## src/rtl/sent_rx_decoder.sv

```systemverilog
// sent_rx_decoder: SENT fast-channel receiver with frame CRC check and short serial message assembly.
module sent_rx_decoder #(
  parameter int unsigned TICK_CLKS   = 8,
  parameter int unsigned NUM_NIBBLES = 6,
  parameter int unsigned SYNC_TOL    = 3
) (
  input  logic                     clk_rx,
  input  logic                     reset_rx,
  input  logic                     sent_i,
  input  logic                     enable_i,
  input  logic                     optional_pause_i,
  output logic [4*NUM_NIBBLES-1:0] data_o,
  output logic [3:0]               status_o,
  output logic                     frame_valid_o,
  output logic                     crc_err_o,
  output logic                     frame_err_o,
  output logic [3:0]               serial_id_o,
  output logic [7:0]               serial_data_o,
  output logic                     serial_valid_o,
  output logic                     serial_crc_err_o
);
  localparam int unsigned DW      = 4 * NUM_NIBBLES;
  localparam int unsigned SW      = $clog2(TICK_CLKS);
  localparam int unsigned SW1     = SW + 1;
  localparam int unsigned CW      = (NUM_NIBBLES > 1) ? $clog2(NUM_NIBBLES) : 1;
  localparam int unsigned TW      = 10;
  localparam int unsigned SYNC_LO = 56 - SYNC_TOL;
  localparam int unsigned SYNC_HI = 56 + SYNC_TOL;
  localparam logic [TW-1:0] TICK_MAX = '1;
  localparam logic [3:0]    CRC_SEED = 4'd5;

  typedef enum logic [2:0] {S_HUNT, S_STATUS, S_DATA, S_CRC, S_WAIT} state_t;

  // SENT CRC4 lookup table
  function automatic logic [3:0] crc_tab(input logic [3:0] c);
    logic [3:0] r;
    case (c)
      4'd0:  r = 4'd0;   4'd1:  r = 4'd13;  4'd2:  r = 4'd7;   4'd3:  r = 4'd10;
      4'd4:  r = 4'd14;  4'd5:  r = 4'd3;   4'd6:  r = 4'd9;   4'd7:  r = 4'd4;
      4'd8:  r = 4'd1;   4'd9:  r = 4'd12;  4'd10: r = 4'd6;   4'd11: r = 4'd11;
      4'd12: r = 4'd15;  4'd13: r = 4'd2;   4'd14: r = 4'd8;   default: r = 4'd5;
    endcase
    return r;
  endfunction

  // CRC4 over the three message nibbles of a short serial message
  function automatic logic [3:0] serial_crc(input logic [11:0] m);
    logic [3:0] c;
    c = CRC_SEED;
    c = crc_tab(c) ^ m[11:8];
    c = crc_tab(c) ^ m[7:4];
    c = crc_tab(c) ^ m[3:0];
    return crc_tab(c);
  endfunction

  logic           sync1_q, sync1_d, sync2_q, sync2_d, prev_q, prev_d;
  logic [SW-1:0]  sub_q, sub_d;
  logic [TW-1:0]  tick_q, tick_d, iv_q, iv_d;
  logic           ev_q, ev_d;
  state_t         state_q, state_d;
  logic [CW-1:0]  cnt_q, cnt_d;
  logic [3:0]     crc_q, crc_d, stat_buf_q, stat_buf_d;
  logic [DW-1:0]  buf_q, buf_d, data_q, data_d;
  logic           pause_seen_q, pause_seen_d;
  logic [3:0]     status_q, status_d;
  logic           fv_q, fv_d, ce_q, ce_d, fe_q, fe_d;
  logic           ser_act_q, ser_act_d;
  logic [3:0]     ser_cnt_q, ser_cnt_d;
  logic [14:0]    ser_sr_q, ser_sr_d;
  logic [3:0]     sid_q, sid_d;
  logic [7:0]     sdata_q, sdata_d;
  logic           sv_q, sv_d, sce_q, sce_d;

  logic           fall, wrap;
  logic [SW1-1:0] sub_inc;
  logic [TW-1:0]  tick_inc, tick_now;
  logic           is_sync, is_nib, is_pause;
  logic [3:0]     nib_val;
  logic [15:0]    sr_new;

  // Input synchronizer, falling-edge detect and edge-to-edge tick measurement
  always_comb begin
    sync1_d  = sent_i;
    sync2_d  = sync1_q;
    prev_d   = sync2_q;
    fall     = prev_q & ~sync2_q;
    sub_inc  = {1'b0, sub_q} + SW1'(1);
    wrap     = (sub_inc == SW1'(TICK_CLKS));
    tick_inc = (tick_q == TICK_MAX) ? tick_q : tick_q + TW'(1);
    tick_now = wrap ? tick_inc : tick_q;
    ev_d     = fall;
    iv_d     = iv_q;
    if (fall) begin
      sub_d  = SW'(TICK_CLKS / 2);
      tick_d = '0;
      iv_d   = tick_now;
    end else begin
      sub_d  = wrap ? '0 : sub_inc[SW-1:0];
      tick_d = tick_now;
    end
  end

  // Classify the last measured interval
  always_comb begin
    is_sync  = (iv_q >= TW'(SYNC_LO)) && (iv_q <= TW'(SYNC_HI));
    is_nib   = (iv_q >= TW'(12)) && (iv_q <= TW'(27));
    is_pause = (iv_q >= TW'(12)) && (iv_q <= TW'(768));
    nib_val  = 4'(iv_q - TW'(12));
  end

  // Frame FSM, frame CRC check and serial message assembly
  always_comb begin
    state_d      = state_q;
    cnt_d        = cnt_q;
    crc_d        = crc_q;
    stat_buf_d   = stat_buf_q;
    buf_d        = buf_q;
    pause_seen_d = pause_seen_q;
    data_d       = data_q;
    status_d     = status_q;
    fv_d         = 1'b0;
    ce_d         = 1'b0;
    fe_d         = 1'b0;
    ser_act_d    = ser_act_q;
    ser_cnt_d    = ser_cnt_q;
    ser_sr_d     = ser_sr_q;
    sid_d        = sid_q;
    sdata_d      = sdata_q;
    sv_d         = 1'b0;
    sce_d        = 1'b0;
    sr_new       = {ser_sr_q, stat_buf_q[2]};
    if (!enable_i) begin
      state_d = S_HUNT;
    end else if (ev_q) begin
      unique case (state_q)
        S_HUNT: begin
          if (is_sync) begin
            state_d      = S_STATUS;
            pause_seen_d = 1'b0;
          end
        end
        S_STATUS: begin
          if (is_nib) begin
            stat_buf_d = nib_val;
            crc_d      = CRC_SEED;
            cnt_d      = '0;
            state_d    = S_DATA;
          end else begin
            fe_d      = 1'b1;
            ser_act_d = 1'b0;
            state_d   = S_HUNT;
          end
        end
        S_DATA: begin
          if (is_nib) begin
            buf_d = DW'({buf_q, nib_val});
            crc_d = crc_tab(crc_q) ^ nib_val;
            if (cnt_q == CW'(NUM_NIBBLES - 1)) state_d = S_CRC;
            else cnt_d = cnt_q + CW'(1);
          end else begin
            fe_d      = 1'b1;
            ser_act_d = 1'b0;
            state_d   = S_HUNT;
          end
        end
        S_CRC: begin
          if (is_nib) begin
            state_d      = S_WAIT;
            pause_seen_d = 1'b0;
            if (nib_val == crc_tab(crc_q)) begin
              data_d   = buf_q;
              status_d = stat_buf_q;
              fv_d     = 1'b1;
              if (stat_buf_q[3]) begin
                ser_sr_d  = 15'(stat_buf_q[2]);
                ser_cnt_d = 4'd1;
                ser_act_d = 1'b1;
              end else if (ser_act_q) begin
                ser_sr_d  = sr_new[14:0];
                ser_cnt_d = ser_cnt_q + 4'd1;
                if (ser_cnt_q == 4'd15) begin
                  ser_act_d = 1'b0;
                  ser_cnt_d = 4'd0;
                  if (sr_new[3:0] == serial_crc(sr_new[15:4])) begin
                    sid_d   = sr_new[15:12];
                    sdata_d = sr_new[11:4];
                    sv_d    = 1'b1;
                  end else begin
                    sce_d = 1'b1;
                  end
                end
              end
            end else begin
              ce_d      = 1'b1;
              ser_act_d = 1'b0;
            end
          end else begin
            fe_d      = 1'b1;
            ser_act_d = 1'b0;
            state_d   = S_HUNT;
          end
        end
        S_WAIT: begin
          if (is_sync) begin
            state_d      = S_STATUS;
            pause_seen_d = 1'b0;
          end else if (is_pause && optional_pause_i && !pause_seen_q) begin
            pause_seen_d = 1'b1;
          end else begin
            fe_d      = 1'b1;
            ser_act_d = 1'b0;
            state_d   = S_HUNT;
          end
        end
        default: state_d = S_HUNT;
      endcase
    end
  end

  // State and output registers
  always_ff @(posedge clk_rx) begin
    if (reset_rx) begin
      sync1_q <= 1'b0;  sync2_q <= 1'b0;  prev_q <= 1'b0;
      sub_q <= '0;  tick_q <= '0;  iv_q <= '0;  ev_q <= 1'b0;
      state_q <= S_HUNT;  cnt_q <= '0;  crc_q <= '0;  stat_buf_q <= '0;
      buf_q <= '0;  pause_seen_q <= 1'b0;  data_q <= '0;  status_q <= '0;
      fv_q <= 1'b0;  ce_q <= 1'b0;  fe_q <= 1'b0;
      ser_act_q <= 1'b0;  ser_cnt_q <= '0;  ser_sr_q <= '0;
      sid_q <= '0;  sdata_q <= '0;  sv_q <= 1'b0;  sce_q <= 1'b0;
    end else begin
      sync1_q <= sync1_d;  sync2_q <= sync2_d;  prev_q <= prev_d;
      sub_q <= sub_d;  tick_q <= tick_d;  iv_q <= iv_d;  ev_q <= ev_d;
      state_q <= state_d;  cnt_q <= cnt_d;  crc_q <= crc_d;  stat_buf_q <= stat_buf_d;
      buf_q <= buf_d;  pause_seen_q <= pause_seen_d;  data_q <= data_d;  status_q <= status_d;
      fv_q <= fv_d;  ce_q <= ce_d;  fe_q <= fe_d;
      ser_act_q <= ser_act_d;  ser_cnt_q <= ser_cnt_d;  ser_sr_q <= ser_sr_d;
      sid_q <= sid_d;  sdata_q <= sdata_d;  sv_q <= sv_d;  sce_q <= sce_d;
    end
  end

  assign data_o           = data_q;
  assign status_o         = status_q;
  assign frame_valid_o    = fv_q;
  assign crc_err_o        = ce_q;
  assign frame_err_o      = fe_q;
  assign serial_id_o      = sid_q;
  assign serial_data_o    = sdata_q;
  assign serial_valid_o   = sv_q;
  assign serial_crc_err_o = sce_q;
endmodule

```

## config.mk

```make
export PLATFORM = sky130hd
export DESIGN_NAME = sent_rx_decoder
export DESIGN_NICKNAME = d
export VERILOG_FILES = /design/src/rtl/sent_rx_decoder.sv
export SDC_FILE = /design/constraint.sdc
export NUM_CORES = 1
export LEC_CHECK = 0
export CELL_PAD_IN_SITES_DETAIL_PLACEMENT = 1
export CELL_PAD_IN_SITES_GLOBAL_PLACEMENT = 1
export CORE_ASPECT_RATIO = 2
export CORE_MARGIN = 4
export CORE_UTILIZATION = 35
export DETAILED_ROUTE_END_ITERATION = 7
export GPL_ROUTABILITY_DRIVEN = 0
export PLACE_DENSITY_LB_ADDON = 0.05
export SYNTH_ARGS = -nofsm -noshare
export SYNTH_HDL_FRONTEND = slang
export SYNTH_SLANG_ARGS = --single-unit
```

## constraint.sdc

```tcl
create_clock -name clk_rx -period 2.7 [get_ports clk_rx]
set_input_delay 0.405 -clock clk_rx [delete_from_list [all_inputs] [get_ports clk_rx]]
set_output_delay 0.405 -clock clk_rx [all_outputs]
set_load 0.02 [all_outputs]
```

# == After elaboration in Yosys (flattened, before gate mapping) ==
# Memory sizes are Yosys's and may differ from the RTL's. A register that Yosys moved wholly into a read port is not among the register bits.
# Index checks and enable logic that the tools add are counted.
# op_classes
add_sub_neg,5
magnitude_cmp,5
n_mux,90
n_eq_ne,21
n_reduce_logical,29
n_bitwise,14
# ops
op,count
two-way mux 4 bit,49
two-way mux 3 bit,11
two-way mux 15 bit,2
AND reduction 6 bit,4
two-way mux 10 bit,2
two-way mux 1 bit,19
"!= test 2 bit, second input constant",8
XOR 4 bit,4
one-hot mux 3 bit (5 select lines),1
AND reduction 4 bit,3
"adder 10 x 1 -> 10 bit, second input constant",1
"== test 10 bit, second input constant",1
">= comparator 10 x 4 -> 1 bit, second input constant",1
">= comparator 10 x 6 -> 1 bit, second input constant",1
"<= comparator 10 bit, second input constant",1
"<= comparator 10 x 5 -> 1 bit, second input constant",1
"<= comparator 10 x 6 -> 1 bit, second input constant",1
AND reduction 5 bit,2
"!= test 3 bit, second input constant",3
inverter 1 bit,9
AND reduction 9 bit,1
OR reduction 3 bit,3
OR reduction 9 bit,1
== test 4 bit,2
21 further kinds,33
# word_totals
register_bits,131
memories,5
romBits,320
# memory_table
memory,depth,width,read_ports,rd_clocked_by_memory_dff,write_ports,line_no,rtl
(no name shown),16,4,1,1,0,37,case (c)
(no name shown),16,4,1,1,0,37,
(no name shown),16,4,1,0,0,37,
(no name shown),16,4,1,0,0,37,
(no name shown),16,4,1,0,0,37,

# == Longest topological paths before layout ==
# Gate-level depths: netlist of the first run.
# An unclocked memory read counts as a cell.
# depth
ltp_word,44
mapped_depth,10
mapped_depth_nobuf,8

# == Worst setup path after synthesis of the first run ==
# OpenSTA, ideal clock, no wires.
# synth_timing
path_kind,reg2reg
start,register iv_q[8]
end,register with a tool-made name
slack_ns,0.087
n_path_buf,1
path_stages_with_launch,8
setup_time_ns,0.123
synth_period_minus_slack_ns,2.613
arrival_ns,2.490
cell_sequence,dfxtp_1 -> or4_4 -> a311o_1 -> or4_1 -> buf_2 -> mux2i_1 -> nor2_1 -> mux2_1
# synth_rtl
element,line_no,rtl
"start, declared",58,"logic [TW-1:0] tick_q, tick_d, iv_q, iv_d;"
"start signal, assigned",232,sub_q <= sub_d; tick_q <= tick_d; iv_q <= iv_d; ev_q <= ev_d;

==> key figures, run 1 <==
Route
  – Vias: 4934
  – Residual DRC: 0
  – 1st-pass router iterations: 4
  – Drt first-iter violations: 107
  – Routed Antenna Nets: 0
  – Vias/cell: 5.232
  – Routed WL: 15880 µm
  – Post-DR wirelength/cell: 16.84 µm

Floorplanning
  – Ports: 50
  – Core Region: 15860 µm²
  – Die Span Y: 188.3 µm
  – Initial Util: 35.86%
  – Placement row count: 65
  – Die ar.: 18470 µm²
  – Die width: 98.13 µm

Place
  – # port buffers: 49
  – DP HPWL: 11710 µm
  – DP Cell Count: 912
  – Place WS: 0.08712 ns
  – Placed cell area: 6440 µm²

Run
  – Max-cap violations: 0

Global route
  – Vias in the first global route: 5306
  – GRT overflow: 0
  – First-pass GRT wire length: 27050 µm
  – Number of antenna violations at the first check in global routing: 0
  – Total GRT Usage: 18.18%
  – Pin count of the biggest net entering global routing: 36

STA
  – Final Max Slew Viols: 0
  – Final Hold Fails: 0
  – Clock skew: 0.007612 ns
  – Final TNS setup: 0 ns
  – Slew @ Worst Pin: 0.7575 ns
  – Final Setup Violations: 0
  – Tcrit/Tclk final: 92.90%
  – Worst setup margin: 0.1916 ns
  – Worst relative slew slack: 49.43%
  – Unrepaired setup endpoints after global routing: no
  – Fmax: 0.3987 GHz
  – Tmin final: 2.508 ns

Critical path
  – Worst path slowest cell: or4_4
  – Crit path required time: 3.04 ns
  – Crit-path most repeated cell: or4_4
  – Crit-path max FO: 7
  – Flop2flop setup slack: 0.19 ns
  – Worst EP arrival: 2.85 ns
  – CP Cell Sequence: or4_4 > a311o_1 > or4_4 > or3_4 > a21oi_4 > xor2_1
  – CP Launch Type: flip-flop
  – CP delay by family, top: simple AND/OR/NAND/NOR gates
  – CP bufs+invs: 0
  – Crit path kind: flip-flop to flip-flop
  – Setup crit end kind: flip-flop
  – Critical R2R Launch: iv_q[8]
  – Critical path's largest stage delay: 0.54 ns
  – Register-to-Register Path Depth: 6

Pwr
  – Total power: 0.004393 W
  – Cell Pwr Density: 623.5 nW/µm²
  – VDD IR max: 417.7 µV
  – Leakage: 2.442 nW

Layout
  – Area grow syn2layout: 23.89%
  – Finished Layout Cells: 943
  – Final Instance Area: 7046 µm²
  – Final #Nets: 746
  – Fillers: 1905
  – Fraction of layout cells with a size suffix above 1: 9.030%
  – Ant. Diodes: 0

Run status
  – Outcome: finished, final reports clean

CTS
  – Sink Count: 135
  – CTS root buffer: clkbuf_16
  – Clk buf depth: 2
  – Setup bufs post-CTS: 0
  – H-tree depth: 4
  – CTS tree: done
  – Worst-skew pair later-pin latency: 0.41 ns
  – Hold-fix buffers at CTS: 0
  – Reg clk slew, reported paths: 0.06 ns
  – PostCTS Resize Cnt: 0
  – Num CTS Buffers: 17

Synthesis
  – Leading area contributor after synthesis: dfxtp_1
  – Main area contributors after synthesis: dfxtp_1 (48%), nand2_1 (10%), a21oi_1 (8.7%)
  – Post-synth ARST share: 0%
  – Synth top area share: 47.52%
  – Gate Count Post-Synth: 682
  – Syn avg cell area: 8.338 µm²
  – Post-synthesis sequential area ratio: 47.52%
  – Synth warn: 0
  – Synthesized Nets: 698
  – Mapped Area: 5687 µm²
  – Cell variety after synth: 51
  – Post-synth EDFFs: 0
  – Ys flop type: dfxtp_1
  – Yosys reg bits: 135

Min path
  – Endpoint, Worst Hold: data_o[1]
  – Worst Hold Launch: reset_rx
  – Hold Path Cell Cnt: 2
  – Worst min path class: primary input to flip-flop
cells in the mapped netlist, drive strengths merged (7+ instances only):
cell / count
o31ai: 13
o21ai: 14
nor2b: 7
a21oi: 100
inv: 12
mux2i: 8
nand3: 16
nand2: 157
xor2: 14
xnor2: 16
ha: 11
nand3b: 13
nor3: 12
clkbuf: 42
nand4: 16
or3: 8
nor2: 30
dfxtp: 135
nor4: 8
kinds of logic after synthesis:
kind of cell,Yosys count,share of synthesized area (%)
compound gates,150,15.38
xor+xnor,33,5.808
fa+ha+maj,11,2.420
buf+inv,56,3.718
flops,135,47.52
mux,9,1.606
simple gates,288,23.54
how the worst max path moves through the flow:
stage,from,endpoint,slack (ns),depth (start not counted)
after floorplan,iv_q[8],flip-flop,0.09,7
after global placement,iv_q[8],flip-flop,0.14,6
after detailed placement,iv_q[8],flip-flop,0.09,6
after CTS,iv_q[2],ser_cnt_q[0],0.05,9
after global routing,iv_q[2],ser_cnt_q[0],0.006,9
final,iv_q[8],flip-flop,0.19,6
flip-flops by register name, summed over array words and instances, names as in the netlist, 8 cells and up, named ones only:
name / cells
serial_data_o: 8
tick_q: 10
buf_q: 24
data_o: 24
ser_sr_q: 15
iv_q: 10
cells in the final DEF, fill, tap and decap left out, drive strengths merged, types with 4 or more instances in the layout:
| cell type | netlist | routed |
|---|---|---|
| nor4 | 8 | 8 |
| nand3b | 13 | 13 |
| nand4 | 16 | 16 |
| nand2 | 157 | 157 |
| nand3 | 16 | 16 |
| clkdlybuf4s50 | 0 | 48 |
| o31ai | 13 | 13 |
| nor3 | 12 | 12 |
| o21ai | 14 | 14 |
| or2 | 4 | 4 |
| buf | 2 | 25 |
| inv | 12 | 12 |
| ha | 11 | 11 |
| or3 | 8 | 8 |
| and3 | 4 | 4 |
| mux2i | 8 | 8 |
| clkbuf | 42 | 22 |
| nor2b | 7 | 7 |
| xor2 | 14 | 14 |
| xnor2 | 16 | 16 |
| dfxtp | 135 | 135 |
| nor2 | 30 | 30 |
| a21oi | 100 | 100 |
| clkinv | 0 | 4 |
| and2 | 4 | 4 |
cell type report:
cell class,count,area (µm²),share of cell area [%]
Clock buffer,22,464.2,6.589
Clock inverter,9,125.1,1.776
Inverter,12,45.04,0.6393
Multi-Input combinational cell,491,2788,39.57
Sequential cell,135,2704,38.38
Tap cell,201,251.5,3.570
Timing Repair Buffer,73,668.1,9.483
through the flow:
step / util (%) / hold WS (ns)
2_1_floorplan: - / 0.4138
3_3_place_gp: 40.61 / 0.4297
3_5_place_dp: 40.61 / 0.4439
4_1_cts: 44.32 / 0.4137
5_1_grt: 44.43 / 0.4220
6_report: 44.43 / 0.4237
per-layer routing:
layer  routed length, µm  GRT usage [%]  share of wire (%)  vias to the layer above
met3                 326          3.223                2.1                       32
li1                    -              -                  -                     2433
met4                 512          8.259                3.2                        0
met1                6011          18.07                 38                     2397
met5                   0              0                  0                        -
met2                9034          35.61                 57                       72
power by group:
part	internal, W	leakage [nW]	switching (W)
logic	0.0000148	1.07	0.0000415
clock network	0.00149	0.286	0.000844
registers	0.00200	1.09	0.00000384
total	0.00350	2.44	0.000890
(Power assumes the default switching activity.)
==> inputs of run 2 (changes only) <==
--- a/config.mk
+++ b/config.mk
@@ -12,6 +12,7 @@
 export CORE_UTILIZATION = 35
 export DETAILED_ROUTE_END_ITERATION = 7
 export GPL_ROUTABILITY_DRIVEN = 0
+export GPL_TIMING_DRIVEN = 0
 export PLACE_DENSITY_LB_ADDON = 0.05
 export SYNTH_ARGS = -nofsm -noshare
 export SYNTH_HDL_FRONTEND = slang
==> constraint.sdc (replaced) <==
create_clock -name clk_rx -period 2.7 [get_ports clk_rx]
set_input_delay 0.54 -clock clk_rx [delete_from_list [all_inputs] [get_ports clk_rx]]
set_output_delay 0.54 -clock clk_rx [all_outputs]
set_load 0.02 [all_outputs]
==> key figures, run 2 (same netlist as run 1, synthesis figures left out) <==
STA
  – Clock skew: 0.008473 ns (+0.0008613 ns)
  – Final hold slack: 0.4551 ns (+0.03141 ns)
  – Slew @ Worst Pin: 0.7148 ns (-0.04276 ns)
  – Final Max Slew Viols: 0 (unchanged)
  – Final Setup Violations: 0 (unchanged)
  – Tmin final: 2.647 ns (+0.1389 ns)
  – Worst setup margin: 0.05274 ns (-0.1389 ns)
  – Unrepaired setup endpoints after global routing: yes
  – Final Hold Fails: 0 (unchanged)
  – Worst relative slew slack: 52.35% (+2.9 points)
  – Fmax: 0.3778 GHz (-5.2%)
  – Tcrit/Tclk final: 98.05% (+5.1 points)

Route
  – Post-DR wirelength/cell: 17.50 µm (+3.9%)
  – Residual DRC: 0 (unchanged)
  – Routed Antenna Nets: 0 (unchanged)
  – Vias/cell: 5.218 (-0.27%)
  – 1st-pass router iterations: 5 (+1)
  – Vias: 5046 (+2.3%)
  – Drt first-iter violations: 123 (+15%)
  – Routed WL: 16920 µm (+6.5%)

Global route
  – Number of antenna violations at the first check in global routing: 0 (unchanged)
  – GRT overflow: 0 (unchanged)
  – Total GRT Usage: 19.05% (+0.87 points)
  – Pin count of the biggest net entering global routing: 17 (-53%)
  – First-pass GRT wire length: 28170 µm (+4.2%)
  – Vias in the first global route: 5538 (+4.4%)

CTS
  – CTS root buffer: clkbuf_16
  – Hold-fix buffers at CTS: 0 (unchanged)
  – Clk buf depth: 2 (unchanged)
  – Sink Count: 135 (unchanged)
  – CTS tree: done
  – Reg clk slew, reported paths: 0.06 ns (about the same)
  – Num CTS Buffers: 17 (unchanged)
  – H-tree depth: 4 (unchanged)
  – Worst-skew pair later-pin latency: 0.42 ns (about the same)

Layout
  – Most common cell after layout, fill and taps aside: nand2_1
  – Area grow syn2layout: 27.00%
  – Sequential cell area: 2710 µm² (+0.23%)
  – Fraction of layout cells with a size suffix above 1: 11.10% (+2.1 points)
  – Multi-input gate area: 2897 µm² (+3.9%)
  – Commonest non-fill, non-tap cells in the layout: nand2_1 (157), dfxtp_1 (129), a21oi_1 (99)
  – Fillers: 1892 (-0.68%)
  – Final #Nets: 769 (+3.1%)
  – Ant. Diodes: 0 (unchanged)

Floorplanning
  – Die ar.: 18470 µm² (unchanged)
  – Ports: 50 (unchanged)
  – Die width: 98.13 µm (unchanged)
  – Initial Util: 35.86% (unchanged)
  – Core Region: 15860 µm² (unchanged)
  – Placement row count: 65 (unchanged)
  – Die Span Y: 188.3 µm (unchanged)

Pwr
  – VDD IR max: 412.0 µV (-1.4%)
  – Cell Pwr Density: 610.6 nW/µm² (-2.1%)
  – Leakage: 2.467 nW (+1.0%)

Critical path
  – Crit-path max FO: 7 (unchanged)
  – Crit path kind: flip-flop to flip-flop
  – Worst EP arrival: 2.95 ns (+0.10 ns)
  – Setup crit end kind: flip-flop
  – CP Launch Type: flip-flop
  – Crit path required time: 3.00 ns (-0.04 ns)

Min path
  – Worst min path class: flip-flop to flip-flop

Run status
  – Outcome: finished, final reports clean

Place
  – DP HPWL: 12810 µm (+9.4%)
  – # port buffers: 48 (-2.0%)
  – Place WS: -0.6868 ns (-0.7739 ns)

Run
  – Max-cap violations: 0 (unchanged)
-- run 2: cell types whose count changed in the layout (fill, tap and decap cells not counted), sizes merged --
| cell | before | now |
|---|---|---|
| bufinv | 3 | 2 |
| clkbuf | 22 | 58 |
| clkinv | 4 | 2 |
| clkinvlp | 2 | 5 |
| buf | 25 | 12 |
| inv | 12 | 13 |
-- run 2: layout make-up --
type,instances,area share [%]
inverters,12,0.6237
clock inverters,10,1.663
plain buffers,41,2.651
flip-flops and latches,135,37.53
repair buffers,55,7.380
clock buffers,22,6.566
multi-input cells,491,40.11
well taps,201,3.482
-- run 2: layer usage --
layer / part of all wire [%] / track usage [%] / up-vias
met5: 0 / 0 / -
met4: 3.0 / 7.943 / 0
met3: 1.9 / 3.112 / 30
met2: 60 / 38.87 / 66
met1: 35 / 18.05 / 2463
li1: - / - / 2487
-- run 2: power breakdown --
group	leakage [nW]	switching, W	total, W	internal [W]
registers	1.09	0.00000390	0.00200	0.00200
logic	1.10	0.0000471	0.0000621	0.0000150
clock network	0.275	0.000909	0.00235	0.00144
-- run 2: worst paths after layout --
| path | from | to | slack (ns) | depth (start not counted) |
|---|---|---|---|---|
| worst max-delay path | iv_q[6] | flip-flop | 0.05 | 7 |
| worst min-delay path | data_o[6] | data_o[6] | 0.46 | 2 |
| worst max register to register | iv_q[6] | flip-flop | 0.05 | 7 |
| worst min register to register | data_o[6] | data_o[6] | 0.46 | 2 |
-- run 2: stage by stage --
| stage | area (µm²) | util (%) | total power (W) | std cells | TNS [ns] |
|---|---|---|---|---|---|
| after CTS | 7091 | 44.71 | 0.004450 | 964 | -0.01309 |
| after global placement | 6419 | 40.47 | 0.002107 | 931 | -18.89 |
| after detailed placement | 6419 | 40.47 | 0.002109 | 931 | -25.08 |
| after floorplan | 5687 | - | 0.002082 | 682 | 0 |
| after global routing | 7222 | 45.54 | 0.004553 | 967 | -0.03653 |
| final | 7222 | 45.54 | 0.004410 | 967 | 0 |
-- run 2: timing repair --
action	CTS	global route
setup endpoints to repair	85	69
resized for setup	25	36
setup buffers	3	4
pin swaps	3	8
-- run 2: critical path, cell delays in order (launching register included) --
cell,delay [ns]
dfxtp_2,0.32
or4_4,0.58
a311o_2,0.44
or4_4,0.43
buf_6,0.15
mux2i_2,0.15
nor2_2,0.13
mux2_1,0.33
